--- src/rtl/naive_cpu.sv ---
// naive_cpu: two-stage (fetch/execute) 16-bit accumulator CPU with a 16 x 16-bit register file.
// Optional macro NAIVE_CPU_HALT_EN adds the HALT opcode (111111) and the halted flag on observation mode 4.
module naive_cpu #(
  parameter int DATA_W = 16,
  parameter int REG_AW = 4,
  parameter int INST_W = 16,
  parameter int PC_W   = 16
) (
  input  logic              clk,
  input  logic              rst,
  input  logic [INST_W-1:0] rom_data_i,
  output logic [PC_W-1:0]   rom_addr_o,
  output logic              rom_ce_o,
  input  logic [2:0]        ob_mode_i,
  input  logic [REG_AW-1:0] ob_sel,
  output logic [DATA_W-1:0] ob_data_o
);

  localparam int NREG = 1 << REG_AW;

  localparam logic [5:0] OP_RTYPE = 6'b000001;
  localparam logic [5:0] OP_JMP   = 6'b000100;
  localparam logic [5:0] OP_ADDI  = 6'b001000;
  localparam logic [5:0] OP_ANDI  = 6'b001100;
  localparam logic [5:0] OP_ORI   = 6'b001101;
  localparam logic [5:0] OP_XORI  = 6'b001110;
`ifdef NAIVE_CPU_HALT_EN
  localparam logic [5:0] OP_HALT  = 6'b111111;
`endif

  logic [PC_W-1:0]   pc_q, pc_d;
  logic [INST_W-1:0] ir_q, ir_d;
  logic              ce_q, ce_d;
  logic [DATA_W-1:0] alu_q;
  logic [DATA_W-1:0] regs_q [NREG];

  logic [5:0]        op_s;
  logic [REG_AW-1:0] rd_s, rs_s;
  logic [1:0]        fn_s;
  logic [5:0]        imm6_s;
  logic [DATA_W-1:0] rd_val_s, rs_val_s, zimm_s, simm_s, wr_val_s;
  logic              wr_en_s, jmp_s, halt_s, halted_s;

  assign op_s     = ir_q[15:10];
  assign rd_s     = ir_q[9:6];
  assign rs_s     = ir_q[5:2];
  assign fn_s     = ir_q[1:0];
  assign imm6_s   = ir_q[5:0];
  assign rd_val_s = (rd_s == '0) ? '0 : regs_q[rd_s];
  assign rs_val_s = (rs_s == '0) ? '0 : regs_q[rs_s];
  assign zimm_s   = {{(DATA_W-6){1'b0}}, imm6_s};
  assign simm_s   = {{(DATA_W-6){imm6_s[5]}}, imm6_s};

  assign rom_addr_o = pc_q;
  assign rom_ce_o   = ce_q;

  // Execute-stage decode: produces the write-back value and control-flow requests.
  always_comb begin
    wr_en_s  = 1'b0;
    wr_val_s = '0;
    jmp_s    = 1'b0;
    halt_s   = 1'b0;
    case (op_s)
      OP_ORI:  begin wr_en_s = 1'b1; wr_val_s = rd_val_s | zimm_s; end
      OP_ANDI: begin wr_en_s = 1'b1; wr_val_s = rd_val_s & zimm_s; end
      OP_XORI: begin wr_en_s = 1'b1; wr_val_s = rd_val_s ^ zimm_s; end
      OP_ADDI: begin wr_en_s = 1'b1; wr_val_s = rd_val_s + simm_s; end
      OP_RTYPE: begin
        wr_en_s = 1'b1;
        case (fn_s)
          2'b00:   wr_val_s = rd_val_s + rs_val_s;
          2'b01:   wr_val_s = rd_val_s - rs_val_s;
          2'b10:   wr_val_s = rd_val_s & rs_val_s;
          2'b11:   wr_val_s = rd_val_s | rs_val_s;
          default: wr_val_s = '0;
        endcase
      end
      OP_JMP:  jmp_s = 1'b1;
`ifdef NAIVE_CPU_HALT_EN
      OP_HALT: halt_s = 1'b1;
`endif
      default: wr_en_s = 1'b0;
    endcase
  end

  // Fetch stage: a jump squashes the sequential word arriving on the same edge.
  always_comb begin
    pc_d = pc_q;
    ir_d = ir_q;
    ce_d = 1'b1;
    if (halt_s) begin
      ce_d = 1'b0;
    end else if (!ce_q) begin
      ce_d = 1'b1;
    end else if (jmp_s) begin
      pc_d = {{(PC_W-10){1'b0}}, ir_q[9:0]};
      ir_d = '0;
    end else begin
      pc_d = pc_q + PC_W'(1);
      ir_d = rom_data_i;
    end
  end

  // Pipeline and register-file state; frozen entirely once halted.
  always_ff @(posedge clk or negedge rst) begin
    if (!rst) begin
      pc_q  <= '0;
      ir_q  <= '0;
      ce_q  <= 1'b0;
      alu_q <= '0;
      for (int i = 0; i < NREG; i++) regs_q[i] <= '0;
    end else if (!halted_s) begin
      pc_q <= pc_d;
      ir_q <= ir_d;
      ce_q <= ce_d;
      if (wr_en_s) begin
        alu_q <= wr_val_s;
        if (rd_s != '0) regs_q[rd_s] <= wr_val_s;
      end
    end
  end

`ifdef NAIVE_CPU_HALT_EN
  logic halted_q;

  // Sticky halt flag, cleared only by reset.
  always_ff @(posedge clk or negedge rst) begin
    if (!rst) halted_q <= 1'b0;
    else if (halt_s) halted_q <= 1'b1;
    else halted_q <= halted_q;
  end

  assign halted_s = halted_q;
`else
  assign halted_s = 1'b0;
`endif

  // Debug observation mux.
  always_comb begin
    ob_data_o = '0;
    case (ob_mode_i)
      3'd0:    ob_data_o = (ob_sel == '0) ? '0 : regs_q[ob_sel];
      3'd1:    ob_data_o = pc_q;
      3'd2:    ob_data_o = ir_q;
      3'd3:    ob_data_o = alu_q;
`ifdef NAIVE_CPU_HALT_EN
      3'd4:    ob_data_o = {{(DATA_W-1){1'b0}}, halted_q};
`endif
      default: ob_data_o = '0;
    endcase
  end

endmodule

--- config.mk ---
export PLATFORM = sky130hd
export DESIGN_NAME = naive_cpu
export DESIGN_NICKNAME = d
export VERILOG_FILES = /design/src/rtl/naive_cpu.sv
export SDC_FILE = /design/constraint.sdc
export NUM_CORES = 1
export LEC_CHECK = 0
export CAP_MARGIN = 20
export CORE_MARGIN = 1
export CORE_UTILIZATION = 26
export DETAILED_ROUTE_END_ITERATION = 8
export PLACE_DENSITY = 0.51
export SYNTH_ARGS = -nofsm -noshare
export SYNTH_HDL_FRONTEND = slang
export SYNTH_SLANG_ARGS = --single-unit
--- constraint.sdc ---
create_clock -name clk -period 6.8 [get_ports clk]
set_input_delay 0.68 -clock clk [delete_from_list [all_inputs] [get_ports clk]]
set_output_delay 0.68 -clock clk [all_outputs]
set_load 0.005 [all_outputs]
==> results of run 1 <==
==> per-layer routing <==
layer	share of wire, %	routed length [um]	vias to the layer above
met1	44	32200	8582
met2	45	32600	820
li1	-	-	7177
met5	0.018	13	-
met3	7.9	5790	134
met4	3.4	2480	2
==> path summary, 6_finish.rpt <==
path / start / cells past startpoint / end / slack, ns
worst max-delay path: ir_q[2] / 16 / regs_q[79] / 0.49
worst min-delay path: rst / 1 / regs_q[10] / 0.11
worst max register to register: ir_q[2] / 16 / regs_q[79] / 0.49
worst min register to register: regs_q[240] / 0 / regs_q[240] / 0.40
max in group asynchronous: rst / 2 / ir_q[3] / 5.28
min in group clk: regs_q[240] / 0 / regs_q[240] / 0.40
==> power breakdown <==
| group | internal (W) | switching (W) |
|---|---|---|
| combinational | 0.00149 | 0.00154 |
| clock | 0.00134 | 0.000834 |
| sequential | 0.00228 | 0.000597 |
| total | 0.00510 | 0.00297 |
==> layout by cell type (no fill, tap or decap), types with 9 or more instances in the layout <==
cell             instances
clkbuf_8                15
nand2_1                180
mux4_1                  11
mux2_2                  20
a31oi_1                 11
nor2b_1                 14
inv_1                   52
nand3_1                 39
a21oi_1                210
xor2_1                  16
clkdlybuf4s50_1         53
a21o_1                   9
mux4_2                 199
dfrtp_1                299
nand4_1                 11
clkbuf_16               42
o21ai_0                132
buf_4                   68
maj3_1                  10
o21a_1                  10
mux2i_1                 30
o22ai_1                 20
ha_1                    40
nor2_1                 224
xnor2_1                 23
a21oi_2                  9
and2_1                  15
nor3_1                  18
a22oi_1                 31
==> state kept, by name, summed over array words and instances, names as in the netlist <==
register    count
rom_addr_o     16
rom_ce_o        1
regs_q        256
alu_q          16
ir_q           16
==> cell type report <==
cell class / instances / area (um^2) / share of cell area (%)
Timing Repair Buffer: 129 / 1180 / 5.04
Tap cell: 1030 / 1290 / 5.51
Inverter: 56 / 210 / 0.898
Clock inverter: 11 / 116 / 0.497
Sequential cell: 305 / 7650 / 32.7
Multi-Input combinational cell: 1398 / 11700 / 50.0
Clock buffer: 60 / 1250 / 5.33
==> cells by family (layout without fill, tap and decap cells) <==
logic type      count (synthesis)  after routing  synth area share [%]
buf+inv                       228            256                  4.73
xor+xnor                       39             39                  1.69
mux                           260            260                  26.2
compound gates                505            505                  15.0
flops                         305            305                  37.7
simple gates                  541            541                  11.5
other cells                     1              1                0.0185
fa+ha+maj                      52             52                  3.17
==> per-stage QoR <==
stage	setup slack (ns)	hold WS (ns)	util, %	total power, W	cell area, um^2
floorplan	1.53	0.384	-	0.00489	20200
global placement	0.748	0.383	28.7	0.00581	21900
detailed placement	0.537	0.389	28.7	0.00587	22000
CTS	0.511	0.138	30.5	0.00807	23300
global route	0.142	0.171	30.6	0.00853	23400
finish	0.486	0.113	30.6	0.00808	23400
==> key figures, run 1 <==
Yosys
  – Synth unique cells: 75
  – Synthesized area: 20200 um^2
  – Fraction of registers with async set/reset: 100%
  – Synth Instances: 1931
  – Most frequent cells after synthesis: 305 x dfrtp_1, 230 x nor2_1, 210 x a21oi_1
  – Syn Nets: 1998
  – Synth warn: 0
  – Seq/Total Area, Yosys: 37.7%
  – Top-count cell post-synth: dfrtp_1
  – Yosys top cell area share: 37.7%
  – Top FF cell, synth: dfrtp_1
  – Leading area contributor after synthesis: dfrtp_1
  – Yosys reg bits: 305
  – Largest cells by area after synthesis: dfrtp_1 38%, mux4_2 22%, a21oi_1 5.2%
  – Syn Area/Cell: 10.5 um^2
  – EDFF count, synth: 0

Clock tree
  – CTS Sinks: 305
  – Reg clk slew, reported paths: 0.06 ns
  – TritonCTS clock tree: yes
  – Clock insertion delay at the later pin of the skew report: 0.56 ns
  – Clk buf depth: 3
  – Post-CTS resize count: 0
  – Post-CTS setup buffers: 0
  – H-tree levels: 2
  – Cts hold-fix bufs: 0
  – Clk root buf: clkbuf_16
  – CTS buffer count: 39

Worst setup path
  – Worst endpoint required time: 7.20 ns
  – Critical path fanouts, max: 25
  – Worst Setup Start Kind: flip-flop
  – Crit path DAT: 6.72 ns
  – Cell mode on critical path: a21oi_1
  – Slowest cell on crit path: dfrtp_2
  – Critical path cell sequence: buf_4 -> mux4_1 -> a22o_1 -> a221oi_2 -> and4_1 -> a31oi_1 -> xnor2_1 -> ha_1 -> and3_1 -> a221oi_1 -> a21oi_1 -> o31ai_1 -> or4b_1 -> o2111a_2 -> a21oi_4 -> a21oi_1
  – Crit path capture type: flip-flop
  – Delay-heaviest family, CP: compound AO/OA/AOI/OAI gates
  – CP Buf/Inv Count: 1
  – Worst setup path category: reg2reg
  – Worst stage delay on the critical path: 0.82 ns

Placed design
  – DPL Wire Length: 50.4 mm
  – IO buf count: 57
  – GP Congestion: 0.973
  – Placed Cells: 2915

Cells and area
  – # diodes: 0
  – # fillers: 7808
  – Layout Nets: 1996
  – Cell Count, Final, Fillers Out: 2989
  – Area delta synth->final: 15.7%
  – Layout cell share with drive strength beyond 1: 21.0%

Global route
  – Met1 Track Usage GR: 26.4%
  – Largest net degree at the start of global routing: 153
  – Global-route wire length before repair: 110 mm
  – Total track usage: 18.6%
  – Initial antenna violation count: 2
  – GR Util met3: 3.72%
  – Most Used Layer, Global Route: met2
  – Total grt overflow: 0
  – Vias in the first global route: 16300
  – Met2 usage: 28.1%

Die
  – Initial core utilization: 26.4%
  – Core region area: 76500 um^2
  – Count of standard-cell rows: 101
  – Area of the die: 78900 um^2
  – Die width: 281 um
  – Die span in y: 281 um
  – Ports: 58

Timing
  – Slew @ Worst Pin: 1.03 ns
  – Fin. max-slew vios: 0
  – Final setup TNS: 0 ns
  – Final setup viols: 0
  – Final Cycle Share: 92.9%
  – Fin Clk Skew: 0.0175 ns
  – Fin. Hold Viols: 0
  – Slew margin rel.: 31.6%
  – Max Fclk: 158 MHz
  – Min cycle time layout: 6.31 ns
  – Setup repair after global routing missed its margin: no

Routing
  – Final Routed Wirelength: 73.1 mm
  – Initial DRT Pass Iterations: 5
  – Routed vias: 16700
  – WL per Instance: 24.5 um
  – Iteration-0 DRC Markers: 1703
  – Vias/cell: 5.59
  – DRC: 0
  – Post-route ant nets: 0

Run
  – Max_cap viols: 0

Power
  – Worst VDD drop: 0.000160 V
  – LEAKAGE: 9.54 nW
  – Pwr dens: 345 nW/um^2

Worst hold path
  – HP Class: in2async

Run status
  – Run status: complete, no violations
Note: power is estimated with default switching activity, not from simulation.
==> run 2: changes to the inputs <==
--- a/config.mk
+++ b/config.mk
@@ -10,6 +10,7 @@
 export CORE_UTILIZATION = 26
 export DETAILED_ROUTE_END_ITERATION = 8
 export PLACE_DENSITY = 0.51
+export REMOVE_ABC_BUFFERS = 1
 export SYNTH_ARGS = -nofsm -noshare
 export SYNTH_HDL_FRONTEND = slang
 export SYNTH_SLANG_ARGS = --single-unit
==> run 2 against run 1 <==
  * Cell count decreased by 0.13%
  * Clock power barely moved
  * Combinational power shrank 1%
  * Cell area down 0.32%
  * Power shrank 1.3%
  * Register-to-register slack better by 0.38 ns
  * Core utilization decreased by 0.097 points
  * Critical path depth unchanged
  * Via count down 3.2%
  * Sequential cell count unchanged
  * Sequential power fell by 2%
  * Die area did not move
==> key figures, run 2 (synthesized netlist as in run 1, its figures left out) <==
Clock tree
  – CTS buffer count: 39 (unchanged)
  – Clk root buf: clkbuf_16
  – Cts hold-fix bufs: 0 (unchanged)
  – Post-CTS setup buffers: 0 (unchanged)
  – Clk buf depth: 3 (unchanged)
  – CTS Sinks: 305 (unchanged)
  – Post-CTS resize count: 0 (unchanged)
  – H-tree levels: 2 (unchanged)
  – Clock insertion delay at the later pin of the skew report: 0.56 ns (about the same)
  – Reg clk slew, reported paths: 0.06 ns (about the same)
  – TritonCTS clock tree: yes

Global route
  – Global-route wire length before repair: 105 mm (-4.4%)
  – Largest net degree at the start of global routing: 157 (+2.6%)
  – Vias in the first global route: 16000 (-1.8%)
  – Initial antenna violation count: 1 (-1)
  – Total grt overflow: 0 (unchanged)
  – Total track usage: 17.7% (-0.96 points)

Routing
  – WL per Instance: 23.1 um (-5.7%)
  – Initial DRT Pass Iterations: 5 (unchanged)
  – Final Routed Wirelength: 68.9 mm (-5.8%)
  – DRC: 0 (unchanged)
  – Iteration-0 DRC Markers: 1433 (-16%)
  – Routed vias: 16200 (-3.2%)
  – Vias/cell: 5.42 (-3.1%)
  – Post-route ant nets: 0 (unchanged)

Timing
  – Fin. Hold Viols: 0 (unchanged)
  – Hold_ws: 0.0926 ns (-0.0206 ns)
  – Slew margin rel.: 16.4% (-15 points)
  – Max Fclk: 169 MHz (+6.4%)
  – Final setup TNS: 0 ns (unchanged)
  – Final Cycle Share: 87.3% (-5.6 points)
  – Slew @ Worst Pin: 1.25 ns (+0.229 ns)
  – Min cycle time layout: 5.93 ns (-0.381 ns)
  – Fin Clk Skew: 0.0222 ns (+0.00477 ns)
  – Setup repair after global routing missed its margin: no
  – Fin. max-slew vios: 0 (unchanged)
  – Final setup viols: 0 (unchanged)

Die
  – Area of the die: 78900 um^2 (unchanged)
  – Die width: 281 um (unchanged)
  – Initial core utilization: 26.4% (unchanged)
  – Count of standard-cell rows: 101 (unchanged)
  – Core region area: 76500 um^2 (unchanged)
  – Ports: 58 (unchanged)
  – Die span in y: 281 um (unchanged)

Placed design
  – Post-DP Area: 22000 um^2 (about the same)
  – GP Congestion: 0.888 (-8.8%)
  – DPL Wire Length: 45.3 mm (-10%)
  – IO buf count: 57 (unchanged)

Cells and area
  – Commonest non-fill, non-tap cell in the layout: dfrtp_1
  – Area delta synth->final: 15.4%
  – Fin area: 23300 um^2 (-0.32%)
  – Largest register FFs: 256 (unchanged)
  – Most frequent cells in the layout: 299 x dfrtp_1, 224 x nor2_1, 210 x a21oi_1
  – Final Util: 30.5% (-0.097 points)
  – Layout Nets: 1993 (-0.15%)
  – Layout cell share with drive strength beyond 1: 20.6% (-0.42 points)
  – Biggest register: regs_q
  – # diodes: 0 (unchanged)

Power
  – Worst VDD drop: 0.000195 V (+22%)
  – LEAKAGE: 9.49 nW (-0.53%)
  – Pwr dens: 342 nW/um^2 (-0.94%)
  – Overall power: 0.00798 W (-1.3%)

Worst hold path
  – HP Class: in2async

Worst setup path
  – Worst setup path category: reg2reg
  – Worst Setup Start Kind: flip-flop
  – Worst endpoint required time: 7.21 ns (about the same)
  – Crit path capture type: flip-flop
  – Crit path DAT: 6.34 ns (-0.38 ns)
  – Critical path fanouts, max: 20 (-20%)

Run
  – Max_cap viols: 0 (unchanged)

Run status
  – Run status: complete, no violations
[run 2: per-layer routing]
| metal | wire [um] | vias up | global-route usage (%) | share of wire (%) |
|---|---|---|---|---|
| met5 | 0 | - | 0 | 0 |
| met3 | 5170 | 135 | 3.44 | 7.5 |
| met2 | 30600 | 650 | 27.1 | 44 |
| met1 | 30600 | 8221 | 24.4 | 44 |
| li1 | - | 7175 | - | - |
| met4 | 2500 | 0 | 6.87 | 3.6 |
[run 2: layout make-up]
cell class | instances | area (um^2)
clock buffer | 57 | 1160
clock inverter | 13 | 180
fill | 7800 | 53100
inverter | 56 | 210
multi-input combinational | 1398 | 11700
sequential | 305 | 7650
tap | 1030 | 1290
timing repair buffer | 126 | 1130
[run 2: path summary, 6_finish.rpt]
path	slack, ns	cells past startpoint	start	to
max	0.87	16	ir_q[2]	regs_q[31]
min	0.09	1	rst	regs_q[85]
max reg2reg	0.87	16	ir_q[2]	regs_q[31]
min reg2reg	0.39	0	regs_q[242]	regs_q[242]
max in group asynchronous	5.41	2	rst	regs_q[203]
min in group clk	0.39	0	regs_q[242]	regs_q[242]
[run 2: where the power goes]
group	leakage, nW	internal (W)	switching (W)
registers	4.03	0.00228	0.000543
clock network	0.647	0.00133	0.000835
logic	4.82	0.00149	0.00150
[run 2: metrics by stage]
stage	cells	setup slack [ns]
CTS	2983	0.873
detailed placement	2913	0.900
finish	2985	0.867
floorplan	1759	-0.231
global placement	2912	0.999
global route	2985	0.487
[run 2: worst max-delay path, cell delays in order, from the launching register on]
cell and delay [ns]:
dfrtp_2 0.74, buf_12 0.26, mux4_1 0.56, a22o_1 0.24
a221oi_2 0.34, and4_1 0.36, a31oi_1 0.19, xnor2_1 0.17
ha_1 0.39, and3_1 0.24, a221oi_1 0.31, a21oi_1 0.15
o31ai_1 0.43, or4b_1 0.48, o2111a_2 0.19, a21oi_4 0.54
a21oi_1 0.16
